`src/rtl/uart_boot_loader_if.sv`:
```
// Byte-stream and memory-write handshake between uart_rx, the boot loader and the memory port.
interface uart_boot_loader_if;
  logic        rx_data_valid;
  logic [7:0]  rx_data;
  logic        rx_ack;
  logic        mem_we;
  logic [31:0] mem_addr;
  logic [31:0] mem_wdata;
  logic        mem_ready;

  modport master (
    input  rx_data_valid, rx_data, mem_ready,
    output rx_ack, mem_we, mem_addr, mem_wdata
  );

  modport slave (
    output rx_data_valid, rx_data, mem_ready,
    input  rx_ack, mem_we, mem_addr, mem_wdata
  );
endinterface

```
`src/rtl/uart_boot_loader.sv`:
```
// Loads a framed, XOR-checksummed program image from uart_rx into memory and
// holds the CPU in reset until a frame has loaded with a good checksum.
module uart_boot_loader #(
  parameter logic [31:0] BASE_ADDR   = 32'h0000_0000,
  parameter int          MAX_WORDS   = 1024,
  parameter int          TIMEOUT_CYC = 1_000_000
) (
  input  logic                clk,
  input  logic                rst,
  uart_boot_loader_if.master  bus,
  output logic                cpu_hold,
  output logic                done,
  output logic                err,
  output logic [15:0]         word_count
);

  localparam int          TW       = $clog2(TIMEOUT_CYC + 1);
  localparam logic [16:0] MAX_LEN  = 17'(MAX_WORDS);
  localparam logic [7:0]  MAGIC    = 8'hA5;

  typedef enum logic [2:0] {
    IDLE, LEN0, LEN1, DATA, WRITE, CSUM, DONE, ERROR
  } state_t;

  state_t         state, state_nxt;
  logic [15:0]    len_q;
  logic [7:0]     len_lo_q;
  logic [1:0]     byte_idx;
  logic [7:0]     csum_q;
  logic [31:0]    word_q;
  logic [31:0]    addr_q;
  logic [TW-1:0]  tmo_q;

  logic           accept;
  logic           timed;
  logic           tmo_hit;
  logic           write_done;
  logic [15:0]    len_full;

  assign accept     = bus.rx_data_valid &&
                      (state inside {IDLE, LEN0, LEN1, DATA, CSUM, ERROR});
  assign timed      = state inside {LEN0, LEN1, DATA, CSUM};
  // Fires one cycle early so ERROR is entered exactly TIMEOUT_CYC cycles after the last byte.
  assign tmo_hit    = timed && !accept && (tmo_q == TW'(TIMEOUT_CYC - 1));
  assign write_done = (state == WRITE) && bus.mem_ready;
  assign len_full   = {bus.rx_data, len_lo_q};

  always_ff @(posedge clk or posedge rst) begin
    if (rst) state <= IDLE;
    else     state <= state_nxt;
  end

  always_comb begin
    state_nxt     = state;
    bus.rx_ack    = accept;
    bus.mem_we    = (state == WRITE);
    bus.mem_addr  = addr_q;
    bus.mem_wdata = word_q;
    done          = (state == DONE);
    err           = (state == ERROR);
    cpu_hold      = (state != DONE);
    case (state)
      IDLE:  if (accept && bus.rx_data == MAGIC) state_nxt = LEN0;
      LEN0: begin
        if (tmo_hit)     state_nxt = ERROR;
        else if (accept) state_nxt = LEN1;
      end
      LEN1: begin
        if (tmo_hit) state_nxt = ERROR;
        else if (accept) begin
          if ({1'b0, len_full} > MAX_LEN) state_nxt = ERROR;
          else if (len_full == 16'd0)     state_nxt = CSUM;
          else                            state_nxt = DATA;
        end
      end
      DATA: begin
        if (tmo_hit)                           state_nxt = ERROR;
        else if (accept && byte_idx == 2'd3)   state_nxt = WRITE;
      end
      WRITE: begin
        if (bus.mem_ready) begin
          if (({1'b0, word_count} + 17'd1) < {1'b0, len_q}) state_nxt = DATA;
          else                                              state_nxt = CSUM;
        end
      end
      CSUM: begin
        if (tmo_hit)     state_nxt = ERROR;
        else if (accept) state_nxt = (bus.rx_data == csum_q) ? DONE : ERROR;
      end
      DONE:  state_nxt = DONE;
      ERROR: if (accept && bus.rx_data == MAGIC) state_nxt = LEN0;
      default: state_nxt = IDLE;
    endcase
  end

  // Datapath: word assembly, checksum, address/count and the idle-timeout counter.
  always_ff @(posedge clk or posedge rst) begin
    if (rst) begin
      len_q      <= '0;
      len_lo_q   <= '0;
      byte_idx   <= '0;
      csum_q     <= '0;
      word_q     <= '0;
      addr_q     <= BASE_ADDR;
      tmo_q      <= '0;
      word_count <= '0;
    end else begin
      if (accept || !(timed || state == WRITE)) tmo_q <= '0;
      else if (timed)                           tmo_q <= tmo_q + 1'b1;

      if (accept) begin
        case (state)
          IDLE, ERROR: begin
            if (bus.rx_data == MAGIC) begin
              word_count <= '0;
              csum_q     <= '0;
              addr_q     <= BASE_ADDR;
              byte_idx   <= '0;
            end
          end
          LEN0: len_lo_q <= bus.rx_data;
          LEN1: begin
            len_q    <= len_full;
            byte_idx <= '0;
          end
          DATA: begin
            word_q   <= {bus.rx_data, word_q[31:8]};
            csum_q   <= csum_q ^ bus.rx_data;
            byte_idx <= byte_idx + 2'd1;
          end
          default: ;
        endcase
      end

      if (write_done) begin
        addr_q <= addr_q + 32'd4;
        if (word_count != 16'hFFFF) word_count <= word_count + 16'd1;
      end
    end
  end

endmodule

```
`src/flat_wrapper.sv`:
```
// flat-port wrapper written by rule: the top's interface ports become plain ports
module uart_boot_loader_flat 
#(
  parameter logic [31:0] BASE_ADDR   = 32'h0000_0000,
  parameter int          MAX_WORDS   = 1024,
  parameter int          TIMEOUT_CYC = 1_000_000
)
  (clk, rst, cpu_hold, done, err, word_count, bus_rx_data_valid, bus_rx_data, bus_mem_ready, bus_rx_ack, bus_mem_we, bus_mem_addr, bus_mem_wdata);
  uart_boot_loader_if bus_i ();
  input  logic clk;
  input  logic rst;
  output logic cpu_hold;
  output logic done;
  output logic err;
  output logic [15:0] word_count;
  input wire logic [$bits(bus_i.rx_data_valid)-1:0] bus_rx_data_valid;
  input wire logic [$bits(bus_i.rx_data)-1:0] bus_rx_data;
  input wire logic [$bits(bus_i.mem_ready)-1:0] bus_mem_ready;
  output wire logic [$bits(bus_i.rx_ack)-1:0] bus_rx_ack;
  output wire logic [$bits(bus_i.mem_we)-1:0] bus_mem_we;
  output wire logic [$bits(bus_i.mem_addr)-1:0] bus_mem_addr;
  output wire logic [$bits(bus_i.mem_wdata)-1:0] bus_mem_wdata;
  assign bus_i.rx_data_valid = bus_rx_data_valid;
  assign bus_i.rx_data = bus_rx_data;
  assign bus_i.mem_ready = bus_mem_ready;
  assign bus_rx_ack = bus_i.rx_ack;
  assign bus_mem_we = bus_i.mem_we;
  assign bus_mem_addr = bus_i.mem_addr;
  assign bus_mem_wdata = bus_i.mem_wdata;
  uart_boot_loader #(.BASE_ADDR(BASE_ADDR), .MAX_WORDS(MAX_WORDS), .TIMEOUT_CYC(TIMEOUT_CYC)) u_core (.clk(clk), .rst(rst), .bus(bus_i), .cpu_hold(cpu_hold), .done(done), .err(err), .word_count(word_count));
endmodule
```
`config.mk`:
```
export PLATFORM = sky130hd
export DESIGN_NAME = uart_boot_loader_flat
export DESIGN_NICKNAME = d
export VERILOG_FILES = /design/src/rtl/uart_boot_loader_if.sv /design/src/rtl/uart_boot_loader.sv /design/src/flat_wrapper.sv
export SDC_FILE = /design/constraint.sdc
export NUM_CORES = 1
export LEC_CHECK = 0
export CAP_MARGIN = 20
export CORE_UTILIZATION = 35
export DETAILED_ROUTE_END_ITERATION = 8
export GPL_TIMING_DRIVEN = 0
export PLACE_DENSITY = 0.59
export SETUP_SLACK_MARGIN = 0.15
export SYNTH_ARGS = -nofsm -noshare
export SYNTH_HDL_FRONTEND = slang
export SYNTH_SLANG_ARGS = --single-unit
```
`constraint.sdc`:
```
create_clock -name clk -period 11.7 [get_ports clk]
set_input_delay 1.755 -clock clk [delete_from_list [all_inputs] [get_ports clk]]
set_output_delay 1.755 -clock clk [all_outputs]
set_load 0.02 [all_outputs]
```
* After elaboration in Yosys (flattened, before gate mapping)
Cells that the tools add are included.
Storage, ports and cells: bits of input ports 12, register bits 137
Cells by class: reductions and logical operators 28, bitwise gates (word level) 1, mux-type cells 30, eq/ne operators 20, $lt $le $gt $ge 2, add/sub/neg operators 5
Operators by type and width (number):
- $mux W32 | 4
- $mux W16 | 5
- $mux W20 | 2
- $mux W3 | 13
- $add A32 B3 Y32 const B | 1
- $pmux W3 S7 | 1
- $add A20 B1 Y20 const B | 1
- $eq A20 B20 Y1 const B | 1
- $add A16 B1 Y17 const B | 1
- $lt A17 B16 Y1 | 1
- $add A16 B1 Y16 const B | 1
- $gt A16 B11 Y1 const B | 1
- $logic_not A16 Y1 | 1
- $ne A16 B16 Y1 const B | 1
- $pmux W8 S2 | 1
- $eq A3 B3 Y1 const B | 4
- $reduce_bool A2 Y1 | 5
- $ne A3 B1 Y1 const B | 3
- $reduce_and A3 Y1 | 3
- $eq A8 B8 Y1 | 1
- $eq A8 B8 Y1 const B | 1
- $mux W8 | 1
- $xor A8 B8 Y8 | 1
- $eq A3 B2 Y1 const B | 2
- other kinds (20) | 30

* Depth between registers and ports, before layout
word-level depth 8, depth in mapped cells 14

* Worst setup path after synthesis
No wires, ideal clock.
path kind input to output, from input port bus_rx_data_valid, to output port bus_rx_ack, data arrival time 2.355 ns, buffers on the path 1, cell stages on the path 2, path slack 7.590 ns, cell sequence clkbuf_1 > nor2b_1
Between the ends: word-level cells in the longest chain between the ends 1
RTL lines:
- start, declared | line flat_wrapper.sv:16 | input wire logic [$bits(bus_i.rx_data_valid)-1:0] bus_rx_data_valid;
- $logic_and A1 B1 Y1 | line uart_boot_loader.sv:40 | assign accept = bus.rx_data_valid &&
- end, declared | line flat_wrapper.sv:19 | output wire logic [$bits(bus_i.rx_ack)-1:0] bus_rx_ack;
No other way between the ends.

* Worst setup path in the final report
Same ends and word-level chain as after synthesis.

==> reports/results.ini <==
[yosys]
synth_warnings=0
yosysUniqueCellTypes=63
ys_seq_elements=135
yosysSeqAreaShare_pct=49.39
syn_area_mm2=0.006840
synthFlopType=dfrtp_1
synth-edff-count=0
syn_area_per_cell_um2=9.319
syn_inst=734
async_flop_share_pct=100.0

[critical_path]
path_class=in2out
r2r_start=u_core.word_count[0]
critPathLaunchType=input port
max_stage_delay_ns=0.65
worst-path-buf-inv=3
cp_top_family=buffers and inverters
cp_slowest_cell=clkdlybuf4s50_1
end_kind=output port
r2r-end=u_core.state[2]
cpMostUsedCell=clkdlybuf4s50_1
critPathRequiredTime_ns=9.95
reg2regPathDepth=14
r2r_setup_slack_ns=8.15
crit_chain=clkdlybuf4s50_1 > clkbuf_1 > nor2b_1 > clkdlybuf4s50_1
arrival_ns=3.59
crit_fanout=10

[route]
wirelength_um=16390
drc=0
routedWlPerCell_um=14.64
dr.pass1.iters=4
vias=5537
ant_nets=0
via_per_inst=4.948
drt_iter0_drc=336

[power_and_ir_drop]
swShare_pct=34.98
ir_drop_mv=0.1230
p_int_mw=1.153
combinationalPowerShare_pct=32.0
seq_power_share_pct=37.2
cellLeakagePower_nw=3.857
powerDensity_mw_per_mm2=203.5
fin_total_pwr_mw=1.773
power_frac_clock_pct=30.8
switching_power_mw=0.6200

[place]
port_buffers=91
hpwlAfterDp_um=11470
gp_congestion=0.7970
pre_cts_ws_ns=6.393

[global_route]
grt_max_degree=70
antenna_found_initial=0
grt_pass1_wl_um=27370
grt_usage_pct=17.29
grt_pass1_vias=5292
overflow=0

[clock_network]
cts_buffers=17
root_buffer=clkbuf_16
cts_hold_buf=0
cts.sinks=135
cts_setup_buffers=0
cts_tree=built
clk_latency_ns=0.43
htreeDepth=4
post_cts_resized=0
path_clk_slew_ns=0.06
cts_buffer_depth=2

[timing]
max_freq_mhz=187.2
finalSetupTns_ns=0
tightest_slew_ns=0.6832
layout_min_cycle_time_ns=5.341
setup_viol=0
slew-limit-headroom_pct=54.29
rsz0062_at_grt=no
hold_viol_final=0
fin_crit_sh_pct=45.65
hold_slack_ns=0.4729
fin_worst_skew_ns=0.01474
postLayoutSetupSlackWorst_ns=6.359
slew_violations=0

[hold_path]
hp-start=u_core.bus.mem_wdata[5]
whs_path_depth=2
min_to=u_core.bus.mem_wdata[5]
hold_path_class=reg2reg

[floorplan]
rows=50
design.die.area_mm2=0.02011
num_io_pins=97
core_area_mm2=0.01896
die_w_um=141.8
start_util_pct=36.09
die_y_um=141.8

[final_layout]
utilization_pct=45.95
drive_gt1_share_pct=8.615
syn2layout_area_growth_pct=27.35
diodes=0
fin_nets=877
fillers=1792

[flow_run]
maxCapViolCount=0

[outcome]
status=finished, final reports clean

[per-stage QoR]
| step | cells | instance area, um2 |
|---|---|---|
| 2_1_floorplan | 735 | 6844 |
| 3_3_place_gp | 1086 | 8080 |
| 3_5_place_dp | 1087 | 8113 |
| 4_1_cts | 1119 | 8711 |
| 5_1_grt | 1119 | 8711 |
| 6_report | 1119 | 8711 |
[flip-flops by register name, summed over array words and instances (netlist names)]
signal,flops
u_core.csum_q,8
u_core.len_q,16
u_core.word_count,16
u_core.byte_idx,2
u_core.len_lo_q,8
u_core.bus.mem_wdata,32
u_core.tmo_q,20
u_core.bus.mem_addr,30
u_core.state,3
[cells in the final DEF (no fill, tap or decap), types with 11 or more instances in the layout]
master / n
a21oi_1: 19
and3_1: 14
clkbuf_1: 24
clkbuf_16: 17
clkdlybuf4s50_1: 91
dfrtp_1: 135
ha_1: 19
inv_1: 19
mux2_2: 12
mux2i_1: 11
nand2_1: 151
nand3_1: 51
nand4_1: 16
nor2_1: 54
o21ai_0: 49
xnor2_1: 17
xor2_1: 25
[synth_stat cells (all sizes together), types with 3 or more instances]
library cell	count	area [um2]
a21o	4	30.03
or3	6	37.54
o31ai	10	75.07
o21ai	54	274.0
nand4	16	100.1
a31oi	4	25.02
nand2b	6	45.04
and4	7	61.31
nand2	152	573.1
dfrtp	135	3378
a21oi	19	95.09
xnor2	17	148.9
and3	14	87.58
a22o	7	61.31
nor2	57	231.5
and2	3	18.77
nor3	3	15.01
clkbuf	24	91.33
mux2i	11	110.1
ha	19	237.7
nand3	51	255.2
xor2	25	219.0
nor4	9	68.81
o211ai	7	52.55
or2	3	21.27
inv	21	78.82
nor2b	4	25.02
mux2	12	135.1
buf	11	77.57
[worst register-to-register path, cell delays in order (launching register included)]
cell       delay (ns)
dfrtp_1          0.44
ha_1             0.28
nand4_1          0.23
nor2_1           0.24
and4_1           0.21
clkbuf_1         0.23
nand3_1          0.16
xnor2_1          0.22
ha_1             0.27
nand3_1          0.11
nor2_1           0.08
a2111oi_0        0.33
o21ai_0          0.19
o311ai_0         0.31
nand3_1          0.11
[cells by family (layout without fill, tap and decap cells)]
group / after synthesis / in the layout / share of synthesized area, %
buffers and inverters: 56 / 180 / 3.621
adders and majority gates: 19 / 19 / 3.475
xor gates and xnor gates: 42 / 42 / 5.378
muxes: 23 / 23 / 3.585
other: 1 / 2 / 0.05482
and+or+nand+nor: 337 / 337 / 23.43
DFF: 135 / 135 / 49.39
AOI/OAI and AO/OA: 121 / 121 / 11.07
[cell type report]
class / count / area, um2 / area share [%]
buffer: 35 / 168.9 / 1.939
clock buffer: 20 / 456.7 / 5.243
clock inverter: 12 / 141.4 / 1.623
inverter: 21 / 83.83 / 0.9624
multi-input combinational: 544 / 3218 / 36.94
sequential: 135 / 3378 / 38.78
tap: 260 / 325.3 / 3.735
timing repair buffer: 92 / 938.4 / 10.77
[worst max-delay path by stage]
stage	from	endpoint	slack [ns]	cells after the start
final	bus_rx_data_valid	bus_rx_ack	6.36	4
after global routing	bus_rx_data_valid	bus_rx_ack	6.29	4
after CTS	bus_rx_data_valid	bus_rx_ack	6.39	4
after detailed placement	bus_rx_data_valid	bus_rx_ack	6.39	4
after global placement	rst	u_core.word_count[0]	4.12	2
after floorplan	rst	u_core.bus.mem_addr[10]	6.33	1
[power groups by stage]
stage / clock [mW] / combinational [mW] / sequential, mW
after CTS: 0.555 / 0.576 / 0.661
final: 0.545 / 0.567 / 0.660
after floorplan: 0 / 0.314 / 0.709
after detailed placement: 0 / 0.572 / 0.668
after global routing: 0.575 / 0.633 / 0.676
after global placement: 0 / 0.563 / 0.668
[per-layer routing]
| metal | up-vias | global-route usage, % | share of wire [%] |
|---|---|---|---|
| met5 | - | 0 | 0 |
| met4 | 0 | 5.093 | 0.82 |
| met3 | 12 | 4.286 | 3.2 |
| met2 | 87 | 26.06 | 46 |
| met1 | 2677 | 24.46 | 50 |
| li1 | 2761 | - | - |
No activity file was read; power rests on OpenSTA's default activity.
